==> src/rtl/day_7_row_parser_pkg.sv <==
// day_7_pkg: grid size defaults, ASCII constants and parser states shared with the path-counting stage
package day_7_pkg;
  localparam int DEF_WIDTH  = 141;
  localparam int DEF_HEIGHT = 141;
  localparam logic [7:0] CH_DOT = 8'h2E;
  localparam logic [7:0] CH_HAT = 8'h5E;
  localparam logic [7:0] CH_S   = 8'h53;
  localparam logic [7:0] CH_LF  = 8'h0A;
  localparam logic [7:0] CH_CR  = 8'h0D;
  typedef enum logic [2:0] {IDLE, SCAN, EMIT, DONE, ERR} state_t;
endpackage

==> src/rtl/day_7_row_parser_if.sv <==
// day_7_row_parser_if: byte-in / row-out handshake bundle
// Ports: in_valid/in_ready/in_data carry the ASCII stream, row_valid/row_ready/row_data/row_index carry
// one splitter bitmap per grid row. slave = parser side, master = producer/consumer side.
interface day_7_row_parser_if #(parameter int WIDTH = 141);
  logic             in_valid;
  logic             in_ready;
  logic [7:0]       in_data;
  logic             row_valid;
  logic             row_ready;
  logic [WIDTH-1:0] row_data;
  logic [7:0]       row_index;
  modport slave (input in_valid, in_data, row_ready, output in_ready, row_valid, row_data, row_index);
  modport master (output in_valid, in_data, row_ready, input in_ready, row_valid, row_data, row_index);
endinterface

==> src/rtl/day_7_row_parser.sv <==
// day_7_row_parser: turns the day-7 ASCII grid into one splitter bitmap per row and locates 'S'
// Ports: clk, rst (sync, active-low), start (begins a parse from IDLE), bus (day_7_row_parser_if.slave),
// start_col/start_found ('S' column in row 0), finished (all rows emitted), error (sticky fault).
// Optional: define DAY7_ROW_CHECK_EN to trap malformed input in ERR; otherwise faults are tolerated.
module day_7_row_parser
  import day_7_pkg::*;
#(
  parameter int WIDTH  = DEF_WIDTH,
  parameter int HEIGHT = DEF_HEIGHT
) (
  input  logic                clk,
  input  logic                rst,
  input  logic                start,
  day_7_row_parser_if.slave   bus,
  output logic [7:0]          start_col,
  output logic                start_found,
  output logic                finished,
  output logic                error
);
  localparam int CW = $clog2(WIDTH + 2);
  state_t           r_state, w_next;
  logic [CW-1:0]    r_col;
  logic [WIDTH-1:0] r_buf, w_mask;
  logic [7:0]       r_row_index, r_start_col;
  logic             r_start_found;
  logic             w_acc, w_lf, w_cr, w_hat, w_s, w_in_row, w_row_hs, w_fault;
  assign w_acc    = bus.in_valid && r_state == SCAN;
  assign w_lf     = bus.in_data == CH_LF;
  assign w_cr     = bus.in_data == CH_CR;
  assign w_hat    = bus.in_data == CH_HAT;
  assign w_s      = bus.in_data == CH_S;
  assign w_in_row = r_col < CW'(WIDTH);
  // column c maps to bit WIDTH-1-c; columns past the row get an all-zero mask and are dropped
  assign w_mask   = {1'b1, {(WIDTH-1){1'b0}}} >> r_col;
  assign w_row_hs = r_state == EMIT && bus.row_ready;
`ifdef DAY7_ROW_CHECK_EN
  assign w_fault = !(w_lf || w_cr || w_hat || w_s || bus.in_data == CH_DOT) ||
                   (w_lf && r_col != '0 && r_col != CW'(WIDTH)) ||
                   (w_s && (r_row_index != 8'd0 || r_start_found));
  assign error   = r_state == ERR;
`else
  assign w_fault = 1'b0;
  assign error   = 1'b0;
`endif
  always_ff @(posedge clk) begin
    if (!rst) r_state <= IDLE;
    else      r_state <= w_next;
  end
  always_comb begin
    w_next = r_state;
    case (r_state)
      IDLE:    w_next = start ? SCAN : IDLE;
      SCAN:    w_next = (w_acc && w_fault) ? ERR : (w_acc && w_lf && r_col != '0) ? EMIT : SCAN;
      EMIT:    w_next = !bus.row_ready ? EMIT : (r_row_index == 8'(HEIGHT - 1)) ? DONE : SCAN;
      default: w_next = r_state;
    endcase
  end
  // CR is a no-op; LF only rewinds the column (an empty line leaves everything as is)
  always_ff @(posedge clk) begin
    if (!rst) begin
      r_col         <= '0;
      r_buf         <= '0;
      r_row_index   <= '0;
      r_start_col   <= '0;
      r_start_found <= 1'b0;
    end else if (w_row_hs) begin
      r_row_index <= r_row_index + 8'd1;
      r_buf       <= '0;
    end else if (w_acc && !w_fault && !w_cr) begin
      r_col <= w_lf ? '0 : (r_col == CW'(WIDTH + 1)) ? r_col : r_col + CW'(1);
      r_buf <= w_lf ? r_buf : w_hat ? (r_buf | w_mask) : (r_buf & ~w_mask);
      if (w_s && w_in_row && r_row_index == 8'd0 && !r_start_found) begin
        r_start_col   <= 8'(r_col);
        r_start_found <= 1'b1;
      end
    end
  end
  assign bus.in_ready  = r_state == SCAN;
  assign bus.row_valid = r_state == EMIT;
  assign bus.row_data  = r_buf;
  assign bus.row_index = r_row_index;
  assign start_col     = r_start_col;
  assign start_found   = r_start_found;
  assign finished      = r_state == DONE;
endmodule
==> src/flat_wrapper.sv <==
// flat-port wrapper written by rule: the top's interface ports become plain ports
module day_7_row_parser_flat import day_7_pkg::*;
#(
  parameter int WIDTH  = DEF_WIDTH,
  parameter int HEIGHT = DEF_HEIGHT
)
  (clk, rst, start, start_col, start_found, finished, error, bus_in_valid, bus_in_data, bus_row_ready, bus_in_ready, bus_row_valid, bus_row_data, bus_row_index);
  day_7_row_parser_if #(.WIDTH(WIDTH)) bus_i ();
  input  logic clk;
  input  logic rst;
  input  logic start;
  output logic [7:0] start_col;
  output logic start_found;
  output logic finished;
  output logic error;
  input wire logic [$bits(bus_i.in_valid)-1:0] bus_in_valid;
  input wire logic [$bits(bus_i.in_data)-1:0] bus_in_data;
  input wire logic [$bits(bus_i.row_ready)-1:0] bus_row_ready;
  output wire logic [$bits(bus_i.in_ready)-1:0] bus_in_ready;
  output wire logic [$bits(bus_i.row_valid)-1:0] bus_row_valid;
  output wire logic [$bits(bus_i.row_data)-1:0] bus_row_data;
  output wire logic [$bits(bus_i.row_index)-1:0] bus_row_index;
  assign bus_i.in_valid = bus_in_valid;
  assign bus_i.in_data = bus_in_data;
  assign bus_i.row_ready = bus_row_ready;
  assign bus_in_ready = bus_i.in_ready;
  assign bus_row_valid = bus_i.row_valid;
  assign bus_row_data = bus_i.row_data;
  assign bus_row_index = bus_i.row_index;
  day_7_row_parser #(.WIDTH(WIDTH), .HEIGHT(HEIGHT)) u_core (.clk(clk), .rst(rst), .start(start), .bus(bus_i), .start_col(start_col), .start_found(start_found), .finished(finished), .error(error));
endmodule
==> config.mk <==
export PLATFORM = sky130hd
export DESIGN_NAME = day_7_row_parser_flat
export DESIGN_NICKNAME = d
export VERILOG_FILES = /design/src/rtl/day_7_row_parser_pkg.sv /design/src/rtl/day_7_row_parser_if.sv /design/src/rtl/day_7_row_parser.sv /design/src/flat_wrapper.sv
export SDC_FILE = /design/constraint.sdc
export NUM_CORES = 1
export LEC_CHECK = 0
export ABC_AREA = 0
export ABC_CLOCK_PERIOD_IN_PS = 1800
export CAP_MARGIN = 15
export CORE_MARGIN = 2
export CORE_UTILIZATION = 50
export CTS_CLUSTER_SIZE = 10
export DETAILED_ROUTE_END_ITERATION = 10
export DONT_BUFFER_PORTS = 1
export PLACE_DENSITY = 0.77
export SLEW_MARGIN = 15
export SYNTH_ARGS = -nofsm -noshare
export SYNTH_HDL_FRONTEND = slang
export SYNTH_SLANG_ARGS = --single-unit
==> constraint.sdc <==
create_clock -name clk -period 1.8 [get_ports clk]
set_input_delay 0.36 -clock clk [delete_from_list [all_inputs] [get_ports clk]]
set_output_delay 0.36 -clock clk [all_outputs]
set_load 0.02 [all_outputs]
==> impl_metrics.ini <==
[run_status]
status = complete, but fails checks
violations = negative setup slack

[floorplanning]
design.portCount = 175
start_util_pct = 51.5
rows = 45
die_y_um = 129
die-area_mm2 = 0.0167
fp.dieW_um = 129
core_area_mm2 = 0.0153

[critical_path]
path_delay_family = simple AND/OR/NAND/NOR gates
crit_path_cell_trace = buf_4 -> nor2b_1 -> nand2b_1 -> nor4_1 -> mux2i_1
cp-start-kind = register
cp_max_fo = 11
end_kind = register
worstSetupPathType = reg2reg
crit_buf_inv = 1
cp.arrival_ns = 2.26
crit_path_max_incr_delay_ns = 0.42
crit_path_top_delay_cell = nor4_1
required_ns = 2.17

[clocking]
path_clk_slew_ns = 0.07
clock_latency_ns = 0.44
cts-root-buf = clkbuf_16
cts_sinks = 168
numCtsBuffers = 17
cts_tree = built
cts.path.max_buffers = 2
postCtsHoldBufs = 0
cts_max_level = 4

[pwr]
p_seq_share_pct = 47.9
switchingPower_mw = 1.82
clockPowerShare_pct = 46.6
combinationalPowerShare_pct = 5.4
peakVddDrop_mv = 0.805
p_int_mw = 5.95
power.density_mw_per_mm2 = 735
p_leak_nw = 4.46
sw_frac_of_total_pct = 23.4

[global_routing]
grt.total_usage_pct = 26.2
grt_pass1_wl_um = 34000
grt_max_degree = 47
grt.overflow.total = 0
antenna_found_initial = 0
grt_pass1_vias = 6293

[sta]
finalCritPeriodShare_pct = 105
finalHoldViolCount = 0
holdWs_ns = 0.0195
slew_violations = 0
clock.fmax_mhz = 531
rsz0062_at_grt = yes
finClkSkew_ns = 0.00755
tightest_slew_ns = 0.518
worst_slack_ns = -0.0826
period_needed_ns = 1.88
setup_violations = 49
max_slew_margin_pct = 65.4

[routing]
ant_nets = 0
avgRoutedWirePerCell_um = 23.7
vias_per_cell = 6.32
remaining_drc_errors = 0
dr.pass1.iters = 5
drtIter0Drc = 1031
vias = 7601
drt_wl_total_um = 28500

[cells_and_area]
syn2layout_area_growth_pct = 34.6
antenna_cells = 0
final.fill_count = 1011
drive_gt1_share_pct = 26.5
fin_area_mm2 = 0.0106
nets = 1006

[logic_synthesis]
syn_area_per_cell_um2 = 8.78
synth_compound_area_share_pct = 3.52
ys_top_cells_by_count = 178 x nand2_1, 168 x dfxtp_1, 149 x mux2i_1, 96 x nand3_1, 45 x clkbuf_1
syn-cell-area_mm2 = 0.00786
yosysMostFrequentCell = nand2_1
synth-edff-count = 0
synth_top_family_by_area = simple AND/OR/NAND/NOR gates
yosys.area.top_type = dfxtp_1
synthMuxAreaShare_pct = 19.0
yosysTopAreaCellShare_pct = 42.8
synth-seq-cells = 168
synth_seq_area_share_pct = 42.8
syn_inst = 895
syn_nets = 921
synthTopCellsByArea = dfxtp_1 43%, mux2i_1 19%, nand2_1 8.5%
synthAdderAreaFrac_pct = 2.07
dominantRegCellSynth = dfxtp_1
synth_xor_area_share_pct = 0.557
synth-simple-area-share_pct = 27.1
ys_async_sr_fraction_pct = 0
synth.distinct_cells = 50
yosys_warnings = 0

[placement]
gp_congestion = 0.896
port_buffers = 0
dp_hpwl_um = 15300
dpl_cell_area_mm2 = 0.00878

[run]
maxCapViolations = 0

[hold_path]
hold_path.class = in2reg
[power groups by stage]
stage / clock network, mW / logic [mW] / registers (mW)
final: 3.63 / 0.421 / 3.73
after global routing: 3.78 / 0.433 / 3.72
after CTS: 3.64 / 0.245 / 3.73
after detailed placement: 0 / 0.241 / 3.81
after global placement: 0 / 0.240 / 3.81
after floorplan: 0 / 0.143 / 3.81
[repair_timing]
| item | 4_1_cts | 5_1_grt |
|---|---|---|
| buffers inserted | 1 | 7 |
| gates cloned | 1 | 33 |
| endpoints found under the setup margin | 154 | 106 |
| resized for setup | 15 | 88 |
| endpoints found under the hold margin | 0 | 0 |
| pin swaps | 2 | 8 |
[cell type report]
type / count / area, um2 / area share, %
Multi-Input combinational cell: 639 / 4520 / 42.7
Sequential cell: 168 / 3380 / 31.9
Timing Repair Buffer: 141 / 1780 / 16.8
Clock buffer: 20 / 467 / 4.41
Tap cell: 211 / 264 / 2.50
Clock inverter: 11 / 114 / 1.08
Inverter: 13 / 53.8 / 0.509
[path summary, 6_finish.rpt]
| check | end | start | slack (ns) | depth (start not counted) |
|---|---|---|---|---|
| max | register | u_core.r_col[5]$_SDFFE_PN0P_ | -0.08 | 5 |
| min reg2reg | u_core.r_state[1]$_SDFFE_PN0P_ | u_core.r_state[1]$_SDFFE_PN0P_ | 0.54 | 2 |
| max reg2reg | register | u_core.r_col[5]$_SDFFE_PN0P_ | -0.08 | 5 |
| min | u_core.r_state[0]$_SDFFE_PN0P_ | bus_in_valid | 0.02 | 1 |
[stage by stage]
| step | setup slack [ns] | setup TNS [ns] | instances | power (mW) | util [%] |
|---|---|---|---|---|---|
| 3_3_place_gp | -0.225 | -11.49 | 1130 | 4.05 | 57.6 |
| 6_report | -0.0826 | -1.60 | 1203 | 7.77 | 69.3 |
| 2_1_floorplan | -0.0548 | -1.38 | 895 | 3.95 | - |
| 4_1_cts | 0.00698 | 0 | 1163 | 7.61 | 62.0 |
| 3_5_place_dp | -0.288 | -16.55 | 1130 | 4.05 | 57.6 |
| 5_1_grt | -0.134 | -3.58 | 1203 | 7.94 | 69.3 |
[cells by family after synthesis]
logic type / count (synthesis)
muxes: 149
other: 1
adders and majority gates: 13
DFF: 168
and+or+nand+nor: 433
AOI/OAI and AO/OA: 36
buffers and inverters: 90
xor gates and xnor gates: 5
[layout by cell type, fill, tap and decap left out, types with 9 or more instances in the layout]
cell / netlist / routed
mux2i_1: 149 / 149
clkbuf_16: 0 / 39
buf_6: 4 / 14
buf_4: 1 / 85
nor2_1: 43 / 34
nand2_1: 178 / 161
or4_4: 2 / 12
nand3_1: 96 / 96
nor4_2: 0 / 16
nand4_1: 21 / 21
nor4_1: 31 / 13
nand2_2: 0 / 9
ha_1: 13 / 9
dfxtp_1: 168 / 160
a21oi_1: 12 / 10
buf_12: 0 / 12
[worst reg2reg max path: cells and delay by family, from the launching register on]
family | cells | cell delay [ns]
simple gates | 3 | 1.08
mux | 1 | 0.23
flops | 1 | 0.33
buf+inv | 1 | 0.19
[per-layer routing]
| metal | track usage, % | wire, um | vias up |
|---|---|---|---|
| met5 | 0 | 0 | - |
| met4 | 10.4 | 1430 | 0 |
| met3 | 8.79 | 3460 | 132 |
| met2 | 41.4 | 13100 | 520 |
| met1 | 33.2 | 10500 | 3649 |
| li1 | - | - | 3300 |
Power figures use the tool's default switching activity.
